File: config.mk
export PLATFORM = sky130hd
export DESIGN_NAME = ram_prog_ctrl_flat
export DESIGN_NICKNAME = d
export VERILOG_FILES = /design/src/rtl/ram_prog_ctrl_if.sv /design/src/rtl/ram_prog_ctrl.sv /design/src/flat_wrapper.sv
export SDC_FILE = /design/constraint.sdc
export NUM_CORES = 1
export LEC_CHECK = 0
export BUFFER_PORTS_ARGS = -buffer_cell sky130_fd_sc_hd__buf_4
export CAP_MARGIN = 20
export CORE_UTILIZATION = 34
export CTS_CLUSTER_SIZE = 10
export DETAILED_ROUTE_END_ITERATION = 8
export PLACE_DENSITY_LB_ADDON = 0.25
export RECOVER_POWER = 25
export SLEW_MARGIN = 15
export SYNTH_ARGS = -nofsm -noshare
export SYNTH_HDL_FRONTEND = slang
export SYNTH_SLANG_ARGS = --single-unit
File: constraint.sdc
create_clock -name clk -period 2 [get_ports clk]
set_input_delay 0.4 -clock clk [delete_from_list [all_inputs] [get_ports clk]]
set_output_delay 0.4 -clock clk [all_outputs]
set_load 0.02 [all_outputs]
File: src/rtl/ram_prog_ctrl_if.sv
// Bus bundle for ram_prog_ctrl: CPU strobes, clear request and the program-load stream.
// The master side is the CPU/loader and the slave side is the memory controller.
interface ram_prog_ctrl_if #(
  parameter int DATA_W = 8,
  parameter int ADDR_W = 4
);
  logic              we;
  logic              re;
  logic [ADDR_W-1:0] addr;
  logic [DATA_W-1:0] data_in;
  logic [DATA_W-1:0] q;
  logic              q_valid;
  logic              busy;
  logic              clr_req;
  logic              prog_en;
  logic              prog_valid;
  logic [DATA_W-1:0] prog_data;
  logic              prog_last;
  logic              prog_done;

  modport master (
    output we, re, addr, data_in, clr_req, prog_en, prog_valid, prog_data, prog_last,
    input  q, q_valid, busy, prog_done
  );

  modport slave (
    input  we, re, addr, data_in, clr_req, prog_en, prog_valid, prog_data, prog_last,
    output q, q_valid, busy, prog_done
  );
endinterface

File: src/rtl/ram_prog_ctrl.sv
// Single-port main memory with a registered read, a hardware clear sequencer and a
// sequential program-load port. The memory array itself is never reset.
module ram_prog_ctrl #(
  parameter int DATA_W = 8,
  parameter int ADDR_W = 4
) (
  input  logic           clk,
  input  logic           rst,
  ram_prog_ctrl_if.slave bus
);
  localparam int DEPTH = 2 ** ADDR_W;

  localparam logic [1:0] ST_IDLE  = 2'd0;
  localparam logic [1:0] ST_CLEAR = 2'd1;
  localparam logic [1:0] ST_PROG  = 2'd2;

  localparam logic [ADDR_W-1:0] PTR_LAST = ADDR_W'(DEPTH - 1);
  localparam logic [ADDR_W-1:0] PTR_ONE  = ADDR_W'(1);
  localparam logic [ADDR_W-1:0] PTR_ZERO = ADDR_W'(0);

  logic [1:0]        state_r;
  logic [ADDR_W-1:0] ptr_r;
  logic [DATA_W-1:0] q_r;
  logic              q_valid_r;
  logic              busy_r;
  logic              prog_done_r;
  logic [DATA_W-1:0] mem_r [DEPTH];

  logic              mem_we_s;
  logic [ADDR_W-1:0] mem_waddr_s;
  logic [DATA_W-1:0] mem_wdata_s;
  logic              prog_accept_s;
  logic              prog_finish_s;

  assign bus.q         = q_r;
  assign bus.q_valid   = q_valid_r;
  assign bus.busy      = busy_r;
  assign bus.prog_done = prog_done_r;

  // Write-port mux: CPU write in IDLE, zero fill in CLEAR, stream byte in PROG.
  always_comb begin
    prog_accept_s = bus.prog_en & bus.prog_valid;
    prog_finish_s = prog_accept_s & (bus.prog_last | (ptr_r == PTR_LAST));
    mem_we_s      = 1'b0;
    mem_waddr_s   = ptr_r;
    mem_wdata_s   = {DATA_W{1'b0}};
    case (state_r)
      ST_IDLE: begin
        if (!bus.clr_req && !bus.prog_en && bus.we) begin
          mem_we_s    = 1'b1;
          mem_waddr_s = bus.addr;
          mem_wdata_s = bus.data_in;
        end else begin
          mem_we_s = 1'b0;
        end
      end
      ST_CLEAR: begin
        mem_we_s = 1'b1;
      end
      ST_PROG: begin
        if (prog_accept_s) begin
          mem_we_s    = 1'b1;
          mem_wdata_s = bus.prog_data;
        end else begin
          mem_we_s = 1'b0;
        end
      end
      default: begin
        mem_we_s = 1'b0;
      end
    endcase
  end

  // Memory array write; a reset edge suppresses the write so an aborted sequence stops cleanly.
  always_ff @(posedge clk) begin
    if (mem_we_s && !rst) begin
      mem_r[mem_waddr_s] <= mem_wdata_s;
    end
  end

  // Sequencer state, pointer and registered outputs.
  always_ff @(posedge clk) begin
    if (rst) begin
      state_r     <= ST_IDLE;
      ptr_r       <= PTR_ZERO;
      q_r         <= {DATA_W{1'b0}};
      q_valid_r   <= 1'b0;
      busy_r      <= 1'b0;
      prog_done_r <= 1'b0;
    end else begin
      prog_done_r <= 1'b0;
      case (state_r)
        ST_IDLE: begin
          if (bus.clr_req) begin
            state_r   <= ST_CLEAR;
            ptr_r     <= PTR_ZERO;
            busy_r    <= 1'b1;
            q_valid_r <= 1'b0;
          end else if (bus.prog_en) begin
            state_r   <= ST_PROG;
            ptr_r     <= PTR_ZERO;
            busy_r    <= 1'b1;
            q_valid_r <= 1'b0;
          end else if (bus.we) begin
            q_valid_r <= 1'b0;
          end else if (bus.re) begin
            q_r       <= mem_r[bus.addr];
            q_valid_r <= 1'b1;
          end else begin
            q_valid_r <= 1'b0;
          end
        end
        ST_CLEAR: begin
          q_valid_r <= 1'b0;
          if (ptr_r == PTR_LAST) begin
            state_r <= ST_IDLE;
            busy_r  <= 1'b0;
          end else begin
            ptr_r <= ptr_r + PTR_ONE;
          end
        end
        ST_PROG: begin
          q_valid_r <= 1'b0;
          if (!bus.prog_en) begin
            state_r <= ST_IDLE;
            busy_r  <= 1'b0;
          end else if (prog_finish_s) begin
            // Pointer is left at the last written word; it never wraps to 0.
            state_r     <= ST_IDLE;
            busy_r      <= 1'b0;
            prog_done_r <= 1'b1;
          end else if (prog_accept_s) begin
            ptr_r <= ptr_r + PTR_ONE;
          end else begin
            ptr_r <= ptr_r;
          end
        end
        default: begin
          state_r   <= ST_IDLE;
          busy_r    <= 1'b0;
          q_valid_r <= 1'b0;
        end
      endcase
    end
  end
endmodule

File: src/flat_wrapper.sv
// flat-port wrapper written by rule: the top's interface ports become plain ports
module ram_prog_ctrl_flat 
#(
  parameter int DATA_W = 8,
  parameter int ADDR_W = 4
)
  (clk, rst, bus_we, bus_re, bus_addr, bus_data_in, bus_clr_req, bus_prog_en, bus_prog_valid, bus_prog_data, bus_prog_last, bus_q, bus_q_valid, bus_busy, bus_prog_done);
  ram_prog_ctrl_if #(.DATA_W(DATA_W), .ADDR_W(ADDR_W)) bus_i ();
  input  logic clk;
  input  logic rst;
  input wire logic [$bits(bus_i.we)-1:0] bus_we;
  input wire logic [$bits(bus_i.re)-1:0] bus_re;
  input wire logic [$bits(bus_i.addr)-1:0] bus_addr;
  input wire logic [$bits(bus_i.data_in)-1:0] bus_data_in;
  input wire logic [$bits(bus_i.clr_req)-1:0] bus_clr_req;
  input wire logic [$bits(bus_i.prog_en)-1:0] bus_prog_en;
  input wire logic [$bits(bus_i.prog_valid)-1:0] bus_prog_valid;
  input wire logic [$bits(bus_i.prog_data)-1:0] bus_prog_data;
  input wire logic [$bits(bus_i.prog_last)-1:0] bus_prog_last;
  output wire logic [$bits(bus_i.q)-1:0] bus_q;
  output wire logic [$bits(bus_i.q_valid)-1:0] bus_q_valid;
  output wire logic [$bits(bus_i.busy)-1:0] bus_busy;
  output wire logic [$bits(bus_i.prog_done)-1:0] bus_prog_done;
  assign bus_i.we = bus_we;
  assign bus_i.re = bus_re;
  assign bus_i.addr = bus_addr;
  assign bus_i.data_in = bus_data_in;
  assign bus_i.clr_req = bus_clr_req;
  assign bus_i.prog_en = bus_prog_en;
  assign bus_i.prog_valid = bus_prog_valid;
  assign bus_i.prog_data = bus_prog_data;
  assign bus_i.prog_last = bus_prog_last;
  assign bus_q = bus_i.q;
  assign bus_q_valid = bus_i.q_valid;
  assign bus_busy = bus_i.busy;
  assign bus_prog_done = bus_i.prog_done;
  ram_prog_ctrl #(.DATA_W(DATA_W), .ADDR_W(ADDR_W)) u_core (.clk(clk), .rst(rst), .bus(bus_i));
endmodule
==> impl_metrics.ini, run 1 <==
[timing]
period_share = 1.01
hold_viol_final = 0
period_needed_ns = 2.02
hold_ws_ns = 0.238
setup_slack_ns = -0.0173
tightest_slew_ns = 0.537
setup-violations-final = 13
maxSlewViolCount = 0
grt_setup_unrepaired = true
fmax_ghz = 0.496
clock-skew-final_ns = 0.0164
slew_headroom = 0.641

[route]
wirelength_um = 14000
dr.pass1.iters = 4
drt_drc_violations_left = 0
drtAntennaViolNets = 0
drtIter0Drc = 173
routed_via_density = 5.11
vias = 3510
wire_per_inst_um = 20.4

[setup_path]
reg2regPathDepth = 8
worstPathArrival_ns = 2.14
crit_path_end_kind = register
cp_max_fo = 8
path_class = reg2reg
required_ns = 2.12
cp-start-kind = register

[synthesis]
synth_top_flop_cell = edfxtp_1
synth-edff-count = 128
yosys-top-cells-area = edfxtp_1, mux4_2, dfxtp_1
synth_cell_types = 44
postSynth.asyncResetShare = 0
syn_inst = 352
avgSynthCellArea_um2 = 17.0
synth.top_cell.area_share = 0.643
synth_top_area_cell = edfxtp_1
seq_area_frac_synth = 0.700
synth_area_um2 = 5980
synth_nets = 385
yosys_register_bits = 145
yosysWarningCount = 0

[clocking]
h-tree-depth = 4
clock_latency_ns = 0.43
clk_path_buf_depth = 2
cts_made_buffers = 17
clock-root-buffer = clkbuf_16
clock_sinks = 145
path_clk_slew_ns = 0.06
cts_tree = built
holdBufCountCts = 0

[placed_design]
port_buffers = 38
dpl-instance-area_um2 = 7100
dp_hpwl_um = 9710
gp_congestion = 0.856

[layout]
nNetsFinal = 482
mostFrequentLayoutCell = edfxtp_1
drive_above_1_share = 0.372
fill_cells = 1460
post-route-util = 0.457
finalInstanceArea_um2 = 7880
diodes = 0
area_delta_synth_final_pct = 31.7
final_cell_mix = edfxtp_1, buf_4, mux2i_1, a22oi_1, clkbuf_16

[global_route]
overflow = 0
antenna_found_initial = 0
grt_usage = 0.167
grt_max_degree = 25
grt_pass1_vias = 3780
grt_pass1_wl_um = 21400

[floorplanning]
coreArea_um2 = 17200
rows = 48
start_util = 0.347
die_w_um = 135
die_h_um = 135
die-area_um2 = 18100
ios = 39

[hold_path]
worstHoldPathCells = 2
min_path_type = in2reg

[run_status]
status = finished, violations left
violations = negative setup slack

[power]
powerDensity_nw_per_um2 = 883
total_power_mw = 6.95
vdd_drop_max_mv = 0.595
power.leakage_nw = 2.73

[job]
cap_violations = 0
## worst max-delay path, stage by stage (launching register included)
cell and delay [ns]:
dfxtp_2 0.33, inv_2 0.07, ha_4 0.13, or3b_4 0.39, nor4_4 0.22, o21ai_2 0.15
buf_6 0.16, nor2_2 0.07, buf_4 0.18
## timing repair
action / CTS / global route
setup endpoints to repair: 168 / 125
pin swaps: 8 / 7
resized for setup: 29 / 16
setup buffers: 5 / 0
## metal layers
| layer | part of all wire | vias up | global-route usage |
|---|---|---|---|
| met2 | 0.52 | 73 | 0.287 |
| met4 | 0.015 | 0 | 0.0624 |
| li1 | - | 1653 | - |
| met3 | 0.046 | 16 | 0.0417 |
| met5 | 0 | - | 0 |
| met1 | 0.42 | 1768 | 0.203 |
## sequential cells by signal (all words and copies together), names as in the netlist
signal	flops
u_core.bus.busy	1
u_core.mem_r	128
u_core.state_r	2
u_core.ptr_r	4
u_core.bus.q_valid	1
u_core.bus.q	8
u_core.bus.prog_done	1
## report_power, final
group	switching [mW]	total (mW)	leakage [nW]	internal [mW]
Sequential	0.0236	3.35	1.32	3.33
Clock	1.21	2.91	0.260	1.71
Combinational	0.370	0.683	1.15	0.314
Total	1.60	6.95	2.73	5.35
## final timing paths
kind | from | endpoint | slack, ns
setup / recovery | u_core.state_r[0] | u_core.mem_r[3][1] | -0.02
hold / removal | rst | u_core.bus.busy | 0.24
setup reg to reg | u_core.state_r[0] | u_core.mem_r[3][1] | -0.02
hold reg to reg | u_core.bus.q[6] | u_core.bus.q[6] | 0.47
## stage by stage
| stage | TNS (ns) | cells | setup slack (ns) |
|---|---|---|---|
| after floorplan | -2.93 | 352 | -0.0671 |
| after global placement | -15.78 | 650 | -0.206 |
| after detailed placement | -21.62 | 650 | -0.242 |
| after CTS | -0.751 | 687 | -0.0675 |
| after global routing | -2.26 | 687 | -0.0934 |
| final | -0.127 | 687 | -0.0173 |
## layout make-up
| type | count | area, um2 | share of cell area |
|---|---|---|---|
| Inverter | 7 | 26.3 | 0.00334 |
| Clock buffer | 19 | 433 | 0.0550 |
| Timing Repair Buffer | 94 | 865 | 0.110 |
| Tap cell | 225 | 282 | 0.0357 |
| Sequential cell | 145 | 4190 | 0.532 |
| Multi-Input combinational cell | 184 | 1970 | 0.250 |
| Clock inverter | 13 | 111 | 0.0141 |
## kinds of logic after synthesis
kind of cell | count (synthesis) | synth area share
AO/OA/AOI/OAI | 63 | 0.0772
adder cells (fa/ha/maj) | 5 | 0.0105
buffers and inverters | 23 | 0.0195
flip-flops | 145 | 0.700
multiplexers | 46 | 0.127
AND/OR/NAND/NOR | 70 | 0.0663
## cells in the mapped netlist (all sizes together) (6+ instances only)
| cell type | instances |
|---|---|
| a22o | 10 |
| a22oi | 18 |
| a31oi | 9 |
| a32oi | 6 |
| buf | 13 |
| dfxtp | 17 |
| edfxtp | 128 |
| inv | 7 |
| mux2i | 24 |
| mux4 | 22 |
| nand2 | 11 |
| nand3 | 6 |
| nor2 | 22 |
| o21ai | 10 |
(Power assumes the default switching activity.)
==> inputs of run 2 (changes only) <==
- CORE_UTILIZATION: 34 -> 50
- SLEW_MARGIN: 15 -> 20
==> run 2 against run 1 <==
  * The flow finishes with violations (design-rule violations, negative setup slack)
  * Utilization rose by 24 points
  * Critical path depth is 2 higher
  * Fmax fell by 6.0%
  * Worst setup slack got worse by 0.13 ns
  * Count of clock-buffer cells in the layout unchanged
  * Die area down 32%
  * Non-clock buffer count rose by 8
  * Worst hold slack improved by 0.014 ns
  * Sequential share of layout area down 0.74 points
  * First-iteration DRC count grew to 2.7 times the previous value
  * Combinational power grew 12%
  * Register-to-register slack worse by 0.13 ns
==> impl_metrics.ini, run 2 (synthesis results as in run 1) <==
[setup_path]
worstPathArrival_ns = 2.27
path_class = reg2reg
required_ns = 2.13
crit_path_end_kind = register
cp-start-kind = register
timing.rr.start = u_core.state_r[0]
startpoint = u_core.state_r[0]
cp_max_fo = 8

[route]
wire_per_inst_um = 24.7
drtAntennaViolNets = 0
dr.pass1.iters = 7
vias = 3856
drtIter0Drc = 475
wirelength_um = 15200
routed_via_density = 6.29
drt_drc_violations_left = 3

[layout]
final_cell_mix = edfxtp_1, buf_4, mux2i_1
fill_cells = 713
nNetsFinal = 490
multi_input_comb_area_um2 = 2060
finalInstanceArea_um2 = 7990
mostFrequentLayoutCell = edfxtp_1
diodes = 0
seqCellArea_um2 = 4190
regMostFlops = u_core.mem_r
area_delta_synth_final_pct = 33.6
drive_above_1_share = 0.419
largest_reg_flops = 128

[hold_path]
min_path_type = in2reg
hp-start = rst

[power]
power.leakage_nw = 2.79
pwr-share-comb = 0.108
seq_power_share = 0.476
clockPowerShare = 0.416
p_switching_mw = 1.64
p_sw_frac = 0.232
vdd_drop_max_mv = 0.633
total_power_mw = 7.06
intPower_mw = 5.42
powerDensity_nw_per_um2 = 884

[job]
cap_violations = 0

[floorplanning]
start_util = 0.519
coreArea_um2 = 11500
rows = 39
die_w_um = 111
die-area_um2 = 12400
ios = 39
die_h_um = 111

[timing]
hold_ws_ns = 0.251
grt_setup_unrepaired = true
period_needed_ns = 2.15
slew_headroom = 0.666
fmax_ghz = 0.466
period_share = 1.07
clock-skew-final_ns = 0.00850
setup_slack_ns = -0.146
hold_viol_final = 0
tightest_slew_ns = 0.496
setup-violations-final = 128
maxSlewViolCount = 0

[global_route]
grt_pass1_vias = 3763
grt_usage = 0.244
grt_max_degree = 25
antenna_found_initial = 0
grt_pass1_wl_um = 21600
overflow = 0

[clocking]
h-tree-depth = 4
clock_latency_ns = 0.42
path_clk_slew_ns = 0.06
clock-root-buffer = clkbuf_16
clock_sinks = 145
cts_tree = built
holdBufCountCts = 0
clk_path_buf_depth = 2
cts_made_buffers = 17

[placed_design]
dpl-instance-area_um2 = 6990
gp_congestion = 0.860
dp_hpwl_um = 8930
port_buffers = 38

[run_status]
status = finished, violations left
violations = design-rule violations, negative setup slack
==> run 2: changes by cell type in the layout (fill, tap and decap cells not counted), sizes merged <==
cell	change
clkinv	-2
clkbuf	-2
clkinvlp	+5
buf	+10
inv	-3
==> run 2: metrics by stage <==
step | utilization | setup slack, ns | std cells | TNS (ns)
finish | 0.694 | -0.146 | 613 | -10.99
floorplan | - | -0.0671 | 352 | -2.93
CTS | 0.678 | -0.0861 | 610 | -4.01
detailed placement | 0.607 | -0.245 | 573 | -25.62
global placement | 0.607 | -0.161 | 573 | -14.08
global route | 0.694 | -0.190 | 613 | -15.48
==> run 2: final timing paths <==
check	slack (ns)	depth (start not counted)	endpoint
worst min-delay path	0.25	2	u_core.state_r[1]
worst max-delay path	-0.15	10	u_core.mem_r[2][7]
worst max register to register	-0.15	10	u_core.mem_r[2][7]
worst min register to register	0.48	2	u_core.bus.q[5]
==> run 2: what timing repair did <==
| action | 4_1_cts | 5_1_grt |
|---|---|---|
| pin swaps | 11 | 19 |
| endpoints found under the setup margin | 224 | 183 |
| hold endpoints to repair | 0 | 0 |
| setup buffers | 5 | 6 |
| gates resized for setup | 42 | 40 |
==> run 2: layout make-up <==
cell class,count,share of cell area
clock buffers,19,0.0555
well taps,143,0.0224
flip-flops and latches,145,0.524
inverters,7,0.00329
clock inverters,13,0.0143
multi-input cells,184,0.258
repair buffers,102,0.122
==> run 2: routing by layer <==
layer	GRT usage	wire, um	up-vias
met5	0	0	-
met4	0.0820	375	0
met3	0.0495	893	28
met2	0.413	7930	209
met1	0.317	5960	1963
li1	-	-	1656
==> run 2: power by group through the flow <==
stage                     Combinational, mW  Clock (mW)  Sequential, mW
after floorplan                       0.328           0            3.42
after global placement                0.583           0            3.41
after detailed placement              0.596           0            3.41
after CTS                             0.671        2.97            3.35
after global routing                  0.806        3.10            3.36
final                                 0.763        2.94            3.36
==> run 2: worst max-delay path, stage by stage (launching register included) <==
cell and delay, ns:
dfxtp_2 0.34, inv_2 0.05, buf_6 0.11, ha_4 0.16, and4bb_4 0.25, buf_6 0.16
nor3b_4 0.29, a31oi_4 0.08, buf_6 0.17, nor2_4 0.11, buf_8 0.15
